$ cat config.mk
export PLATFORM = sky130hd
export DESIGN_NAME = apu_frame_sequencer
export DESIGN_NICKNAME = d
export VERILOG_FILES = /design/src/rtl/apu_frame_sequencer.sv
export SDC_FILE = /design/constraint.sdc
export NUM_CORES = 1
export LEC_CHECK = 0
export CORE_ASPECT_RATIO = 1.5
export CORE_UTILIZATION = 25
export CTS_BUF_LIST = sky130_fd_sc_hd__clkbuf_4 sky130_fd_sc_hd__clkbuf_8
export CTS_CLUSTER_DIAMETER = 100
export DETAILED_ROUTE_END_ITERATION = 6
export PLACE_DENSITY_LB_ADDON = 0.2
export SKIP_CTS_REPAIR_TIMING = 1
export SYNTH_ARGS = -nofsm -noshare
export SYNTH_HDL_FRONTEND = slang
export SYNTH_SLANG_ARGS = --single-unit
$ cat constraint.sdc
create_clock -name CLK -period 2.4 [get_ports CLK]
set_input_delay 0.24 -clock CLK [delete_from_list [all_inputs] [get_ports CLK]]
set_output_delay 0.24 -clock CLK [all_outputs]
set_load 0.02 [all_outputs]
$ cat src/rtl/apu_frame_sequencer.sv
// APU frame sequencer: counts ACLK1 enables and emits quarter/half-frame strobes and the frame IRQ.
// Build option APU_FAST_LFO_EN scales every step comparison down by 64 for short simulation runs.
module apu_frame_sequencer #(
    parameter int STEP1 = 3728,
    parameter int STEP2 = 7456,
    parameter int STEP3 = 11185,
    parameter int STEP4 = 14914,
    parameter int STEP5 = 18640
) (
    input  logic       CLK,
    input  logic       n_RES,
    input  logic       ACLK1,
    input  logic       WR_Reg,
    input  logic       RD_Status,
    input  logic [7:0] DB,
    output logic       n_LFO1,
    output logic       n_LFO2,
    output logic       FrameIRQ,
    output logic       n_IRQ
);

`ifdef APU_FAST_LFO_EN
    localparam int SHIFT = 6;
`else
    localparam int SHIFT = 0;
`endif

    localparam logic [14:0] C1 = 15'(STEP1 >> SHIFT);
    localparam logic [14:0] C2 = 15'(STEP2 >> SHIFT);
    localparam logic [14:0] C3 = 15'(STEP3 >> SHIFT);
    localparam logic [14:0] C4 = 15'(STEP4 >> SHIFT);
    localparam logic [14:0] C5 = 15'(STEP5 >> SHIFT);

    // RS_WAIT: write seen, waiting for the arming ACLK1; RS_ARMED: next ACLK1 resets the counter
    typedef enum logic [1:0] {RS_IDLE, RS_WAIT, RS_ARMED} rs_t;

    rs_t         rs, rs_nxt;
    logic        do_rst;
    logic [14:0] cnt;
    logic [14:0] last;
    logic        mode, inhibit, irq;
    logic        lfo1_q, lfo2_q;
    logic        step_ok, q_stb, h_stb, irq_set;

    always_ff @(posedge CLK or negedge n_RES) begin
        if (!n_RES) rs <= RS_IDLE;
        else        rs <= rs_nxt;
    end

    // A write in the same cycle as an ACLK1 restarts the delay; that ACLK1 never counts toward it
    always_comb begin
        rs_nxt = rs;
        do_rst = 1'b0;
        if (WR_Reg) begin
            rs_nxt = RS_WAIT;
        end else if (ACLK1) begin
            case (rs)
                RS_WAIT:  rs_nxt = RS_ARMED;
                RS_ARMED: begin
                    rs_nxt = RS_IDLE;
                    do_rst = 1'b1;
                end
                default:  rs_nxt = rs;
            endcase
        end
    end

    // Decode uses the registered mode, so a write in a step cycle still sees the old mode
    always_comb begin
        last    = mode ? C5 : C4;
        step_ok = ACLK1 && !do_rst;
        q_stb   = step_ok && (cnt == C1 || cnt == C2 || cnt == C3 || cnt == last);
        h_stb   = step_ok && (cnt == C2 || cnt == last);
        irq_set = step_ok && !mode && !inhibit && (cnt == C4);
    end

    always_ff @(posedge CLK or negedge n_RES) begin
        if (!n_RES) begin
            cnt     <= '0;
            mode    <= 1'b0;
            inhibit <= 1'b0;
            irq     <= 1'b0;
            lfo1_q  <= 1'b0;
            lfo2_q  <= 1'b0;
        end else begin
            if (do_rst)
                cnt <= '0;
            else if (ACLK1)
                cnt <= (cnt == last) ? 15'd0 : cnt + 15'd1;

            lfo1_q <= q_stb || (do_rst && mode);
            lfo2_q <= h_stb || (do_rst && mode);

            if (WR_Reg) begin
                mode    <= DB[7];
                inhibit <= DB[6];
            end

            // Set beats a status read; an inhibiting write beats both
            if (WR_Reg && DB[6])
                irq <= 1'b0;
            else if (irq_set)
                irq <= 1'b1;
            else if (RD_Status)
                irq <= 1'b0;
        end
    end

    assign n_LFO1   = ~lfo1_q;
    assign n_LFO2   = ~lfo2_q;
    assign FrameIRQ = irq;
    assign n_IRQ    = ~irq;

endmodule
# Word-level counts from Yosys, hierarchy flattened
# Cells that the tools add are included.
dict set report totals {
  reg_bits 22
  inputBits 13
  output_inout_bits 4
  wordCells 53
}
dict set report op_classes {
  addsub 1
  n_eq_ne 7
  mux 13
  bitwise_logic 3
  n_reduce_logical 22
}
# operator count
set op_table {}
lappend op_table {{$mux W15} 4}
lappend op_table {{$eq A15 B14 Y1 const B} 2}
lappend op_table {{$add A15 B1 Y15 const B} 1}
lappend op_table {{$eq A15 B12 Y1 const B} 1}
lappend op_table {{$eq A15 B13 Y1 const B} 1}
lappend op_table {{$eq A15 B15 Y1} 1}
lappend op_table {{$logic_and A1 B1 Y1} 8}
lappend op_table {{$logic_or A1 B1 Y1} 6}
lappend op_table {{$mux W1} 6}
lappend op_table {{$reduce_bool A3 Y1} 2}
lappend op_table {{$mux W2} 2}
lappend op_table {{$pmux W2 S2} 1}
lappend op_table {{$reduce_bool A2 Y1} 2}
lappend op_table {{$logic_not A1 Y1} 3}
lappend op_table {{$not A1 Y1} 3}
lappend op_table {{$eq A2 B1 Y1 const B} 1}
lappend op_table {{$eq A2 B2 Y1 const B} 1}
lappend op_table {{$reduce_and A2 Y1} 1}

# Depth between registers and ports, before layout
dict set report logic_depth {
  word_depth 11
  ltp_mapped 6
  ltp_nobuf 6
}

# Least setup slack after synthesis
# No wires, ideal clock.
dict set report synth_timing {
  path_type {reg2reg}
  startpoint {reg cnt[7]}
  endpoint {reg cnt[9]}
  setup_ns 0.118
  arrival_time_ns 1.662
  t_required_ns 2.282
  setup_slack_ns 0.620
  stages_incl_launch_ff 6
  path_buffers 0
  period_less_slack_ns 1.780
  cell_sequence {dfrtp_1 or3b_4 o41ai_4 a41o_2 o21ai_1 a21o_1}
}
dict set report synth_via {
  elab_chain_len 4
  word_cells_on_any_way 5
  cone_classes {1 x add/sub; 1 x eq/ne; 3 x mux}
}
# item line
set synth_rtl {}
lappend synth_rtl {{start: declaration} 39} ;# logic [14:0] cnt;
lappend synth_rtl {{start signal: assignment} 89} ;# cnt <= (cnt == last) ? 15'd0 : cnt + 15'd1;
lappend synth_rtl {{$add A15 B1 Y15 or $eq A15 B15 Y1 (tied branches)} 89}
lappend synth_rtl {{$mux W15 *} 89}
lappend synth_rtl {{$mux W15 *} 88} ;# else if (ACLK1)
lappend synth_rtl {{$mux W15 *} 86} ;# if (do_rst)
# Mark *: on every way between the ends. The rest lies on a longest branch, timed or not. The select of a mux whose other input is x is not followed.
# A chain may end at the register's enable or synchronous reset.

# Worst setup path in the final report
dict set report layout_timing {
  startpoint {reg cnt[7]}
  endpoint {reg cnt[8]}
}
# Same word-level chain as after synthesis.

==> out/metrics.yaml <==
timing.fmax_mhz: 478.1
post_route_cells_drive_above_1_share_pct: 11.88
ys_seq_elements: 22
post_drt_via_cell_ratio: 5.228
initial_utilization_pct: 26.35
path_delay_family: "simple AND/OR/NAND/NOR gates"
floorplan.core_area_um2: 5205
grt_max_degree: 23
number_of_global_route_vias_before_repair: 1253
tritoncts: "built"
finalSetupViolCount: 0
ys_warn_count: 0
mostFrequentLayoutCell: "sky130_fd_sc_hd__dfrtp_1"
n_antenna_cell: 0
ff2ff_path_depth: 5
setup.worst_path.class: "reg -> reg"
power.static_leakage_nw: 0.6367
cts_inserted_buffers: 3
syn_avg_cell_area_um2: 9.266
total_nets_final: 179
critical_path.n_buffers_inverters: 0
rrSetupSlack_ns: 0.31
die_width_um: 62.47
synth_cells: 148
cellPowerDensity_nw_per_um2: 662.7
place_congestion: 0.8617
clock_latency_ns: 0.27
worstSetupPathDepth: 5
remaining_drcs: 0
min_period_over_period_pct: 87.15
startpoint_type: "register"
period_needed_ns: 2.092
fp-row-count: 32
worst_r2r_startpoint: "cnt[7]$_DFFE_PN0P_"
cp_slowest_cell: "sky130_fd_sc_hd__dfrtp_1"
mappedNetlistArea_um2: 1371
timing.critical_path.to: "cnt[8]$_DFFE_PN0P_"
detail_route.first_pass.iterations: 5
io_pins: 17
clock_input_transition_at_the_sequential_cells_of_the_worst_setup_and_hold_paths_ns: 0.08
die_h_um: 92.71
grt_overflow_total: 0
worst_hold_path_type: "in -> async"
synth_top_flop_cell: "sky130_fd_sc_hd__dfrtp_1"
timing.critical_path.fanout_max: 9
crit_path_end_kind: "register"
grt_pass1_wl_um: 6058
routed_vias: 1192
timing.critical_path.cells: "or3b_4 > o41ai_4 > a41oi_2 > nand2_2 > o311ai_1"
grt_antenna_before_repair: 0
synth_edf_count: 0
clock-sinks: 22
ctsHtreeMaxLevel: 1
yosysSeqAreaShare_pct: 40.15
synth-async-reset-ratio_pct: 100.0
maximum_capacitance_violations: 0
area.growth.synth_to_final_pct: 17.24
worst_ep_arrival_ns: 2.23
synth_cell_type_count: 44
routed_wire_length_per_instance_um: 15.50
design_power_total_w: 0.001066
timing.slew.headroom_pct: 70.60
design.die.area_um2: 5791
critical_path.startpoint: "cnt[7]$_DFFE_PN0P_"
starting_drt_drc_count: 53
grt_setup_unrepaired: "false"
critPathRequiredTime_ns: 2.54
slew_viol_final: 0
commonest_cells_after_routing_fill_and_taps_aside: "sky130_fd_sc_hd__dfrtp_1, sky130_fd_sc_hd__nand2_1, sky130_fd_sc_hd__clkdlybuf4s50_1"
critPathMaxStageDelay_ns: 0.49
clk_root_buffer_cell: "sky130_fd_sc_hd__clkbuf_8"
cts.path.max_buffers: 2
port_buffers: 10
place_hpwl_um: 2661
status: "finished clean"
regToRegEndpoint: "cnt[8]$_DFFE_PN0P_"
post_synthesis_net_count: 165
ant_nets: 0
vdd_drop_max_uv: 178.0
final-hold-violation-count: 0
finClkSkew_ns: 0.005025
timing.setup.tns_ns: 0
max_slew.worst_pin.slew_ns: 0.4402
routed_wl_um: 3535
grt.total_usage_pct: 13.45
## where the power goes
part / internal (W) / switching [W]
registers: 0.000433 / 0.000125
clock network: 0.000112 / 0.000123
logic: 0.000124 / 0.000149
total: 0.000669 / 0.000396
## how the worst min path moves through the flow
stage	cells after the start	from	slack (ns)	to
floorplan	0	n_RES	-0.06	FrameIRQ$_DFFE_PN0P_
global placement	1	inhibit$_DFFE_PN0P_	0.50	inhibit$_DFFE_PN0P_
detailed placement	1	inhibit$_DFFE_PN0P_	0.51	inhibit$_DFFE_PN0P_
CTS	2	n_RES	0.34	lfo2_q$_DFF_PN0_
global route	2	n_RES	0.35	FrameIRQ$_DFFE_PN0P_
finish	2	n_RES	0.32	lfo2_q$_DFF_PN0_
## synth_stat cells, types with 2 or more instances
cell | n | area [um2]
sky130_fd_sc_hd__dfrtp_1 | 22 | 550.5
sky130_fd_sc_hd__nand2_1 | 10 | 37.54
sky130_fd_sc_hd__nand3_1 | 9 | 45.04
sky130_fd_sc_hd__nor2_1 | 9 | 33.78
sky130_fd_sc_hd__inv_1 | 8 | 30.03
sky130_fd_sc_hd__a31oi_1 | 5 | 31.28
sky130_fd_sc_hd__nand2b_1 | 5 | 31.28
sky130_fd_sc_hd__nor3_1 | 5 | 25.02
sky130_fd_sc_hd__o21ai_0 | 5 | 25.02
sky130_fd_sc_hd__o21ai_1 | 5 | 25.02
sky130_fd_sc_hd__clkbuf_1 | 4 | 15.01
sky130_fd_sc_hd__ha_1 | 4 | 50.05
sky130_fd_sc_hd__mux2i_1 | 4 | 40.04
sky130_fd_sc_hd__nand4_1 | 4 | 25.02
sky130_fd_sc_hd__nor2b_1 | 4 | 25.02
sky130_fd_sc_hd__nor4_1 | 4 | 25.02
sky130_fd_sc_hd__o2bb2ai_1 | 4 | 35.03
sky130_fd_sc_hd__o31ai_1 | 3 | 22.52
sky130_fd_sc_hd__or3_1 | 3 | 18.77
sky130_fd_sc_hd__a21o_1 | 2 | 15.01
sky130_fd_sc_hd__a21oi_1 | 2 | 10.01
sky130_fd_sc_hd__and3_1 | 2 | 12.51
sky130_fd_sc_hd__mux2_2 | 2 | 22.52
sky130_fd_sc_hd__nor3b_1 | 2 | 15.01
sky130_fd_sc_hd__o311ai_1 | 2 | 17.52
## stage by stage
step	setup WS [ns]	util, %	hold slack (ns)	cell area [um2]	cells
floorplan	0.6201	-	-0.05559	1371	148
global placement	0.3580	30.10	0.4984	1567	225
detailed placement	0.3214	30.10	0.5113	1567	225
CTS	0.3047	30.89	0.3359	1608	228
global route	0.2068	30.89	0.3523	1608	228
finish	0.3083	30.89	0.3206	1608	228
## cells by family after synthesis
family	after synthesis	synth area share, %
and+or+nand+nor	65	26.28
AOI/OAI and AO/OA	36	20.89
DFF	22	40.15
buffers and inverters	15	4.470
muxes	6	4.562
adders and majority gates	4	3.650
## metal layers
| metal | share of wire, % | wire, um | track usage [%] | up-vias |
|---|---|---|---|---|
| li1 | - | - | - | 580 |
| met1 | 40 | 1411 | 14.37 | 595 |
| met2 | 57 | 2008 | 25.82 | 13 |
| met3 | 1.8 | 62 | 1.601 | 4 |
| met4 | 1.5 | 53 | 6.008 | 0 |
| met5 | 0 | 0 | 0 | - |
## sequential cells by signal, summed over array words and instances, names as in the netlist
| signal | cells |
|---|---|
| inhibit | 1 |
| lfo1_q | 1 |
| cnt | 15 |
| FrameIRQ | 1 |
| rs | 2 |
| lfo2_q | 1 |
| mode | 1 |
## cell type report
| cell class | count | area (um2) |
|---|---|---|
| multi-input combinational | 111 | 759.5 |
| tap | 68 | 85.08 |
| inverter | 9 | 33.78 |
| clock buffer | 3 | 41.29 |
| fill | 548 | 3597 |
| sequential | 22 | 550.5 |
| timing repair buffer | 15 | 137.6 |
(Power assumes the default switching activity.)
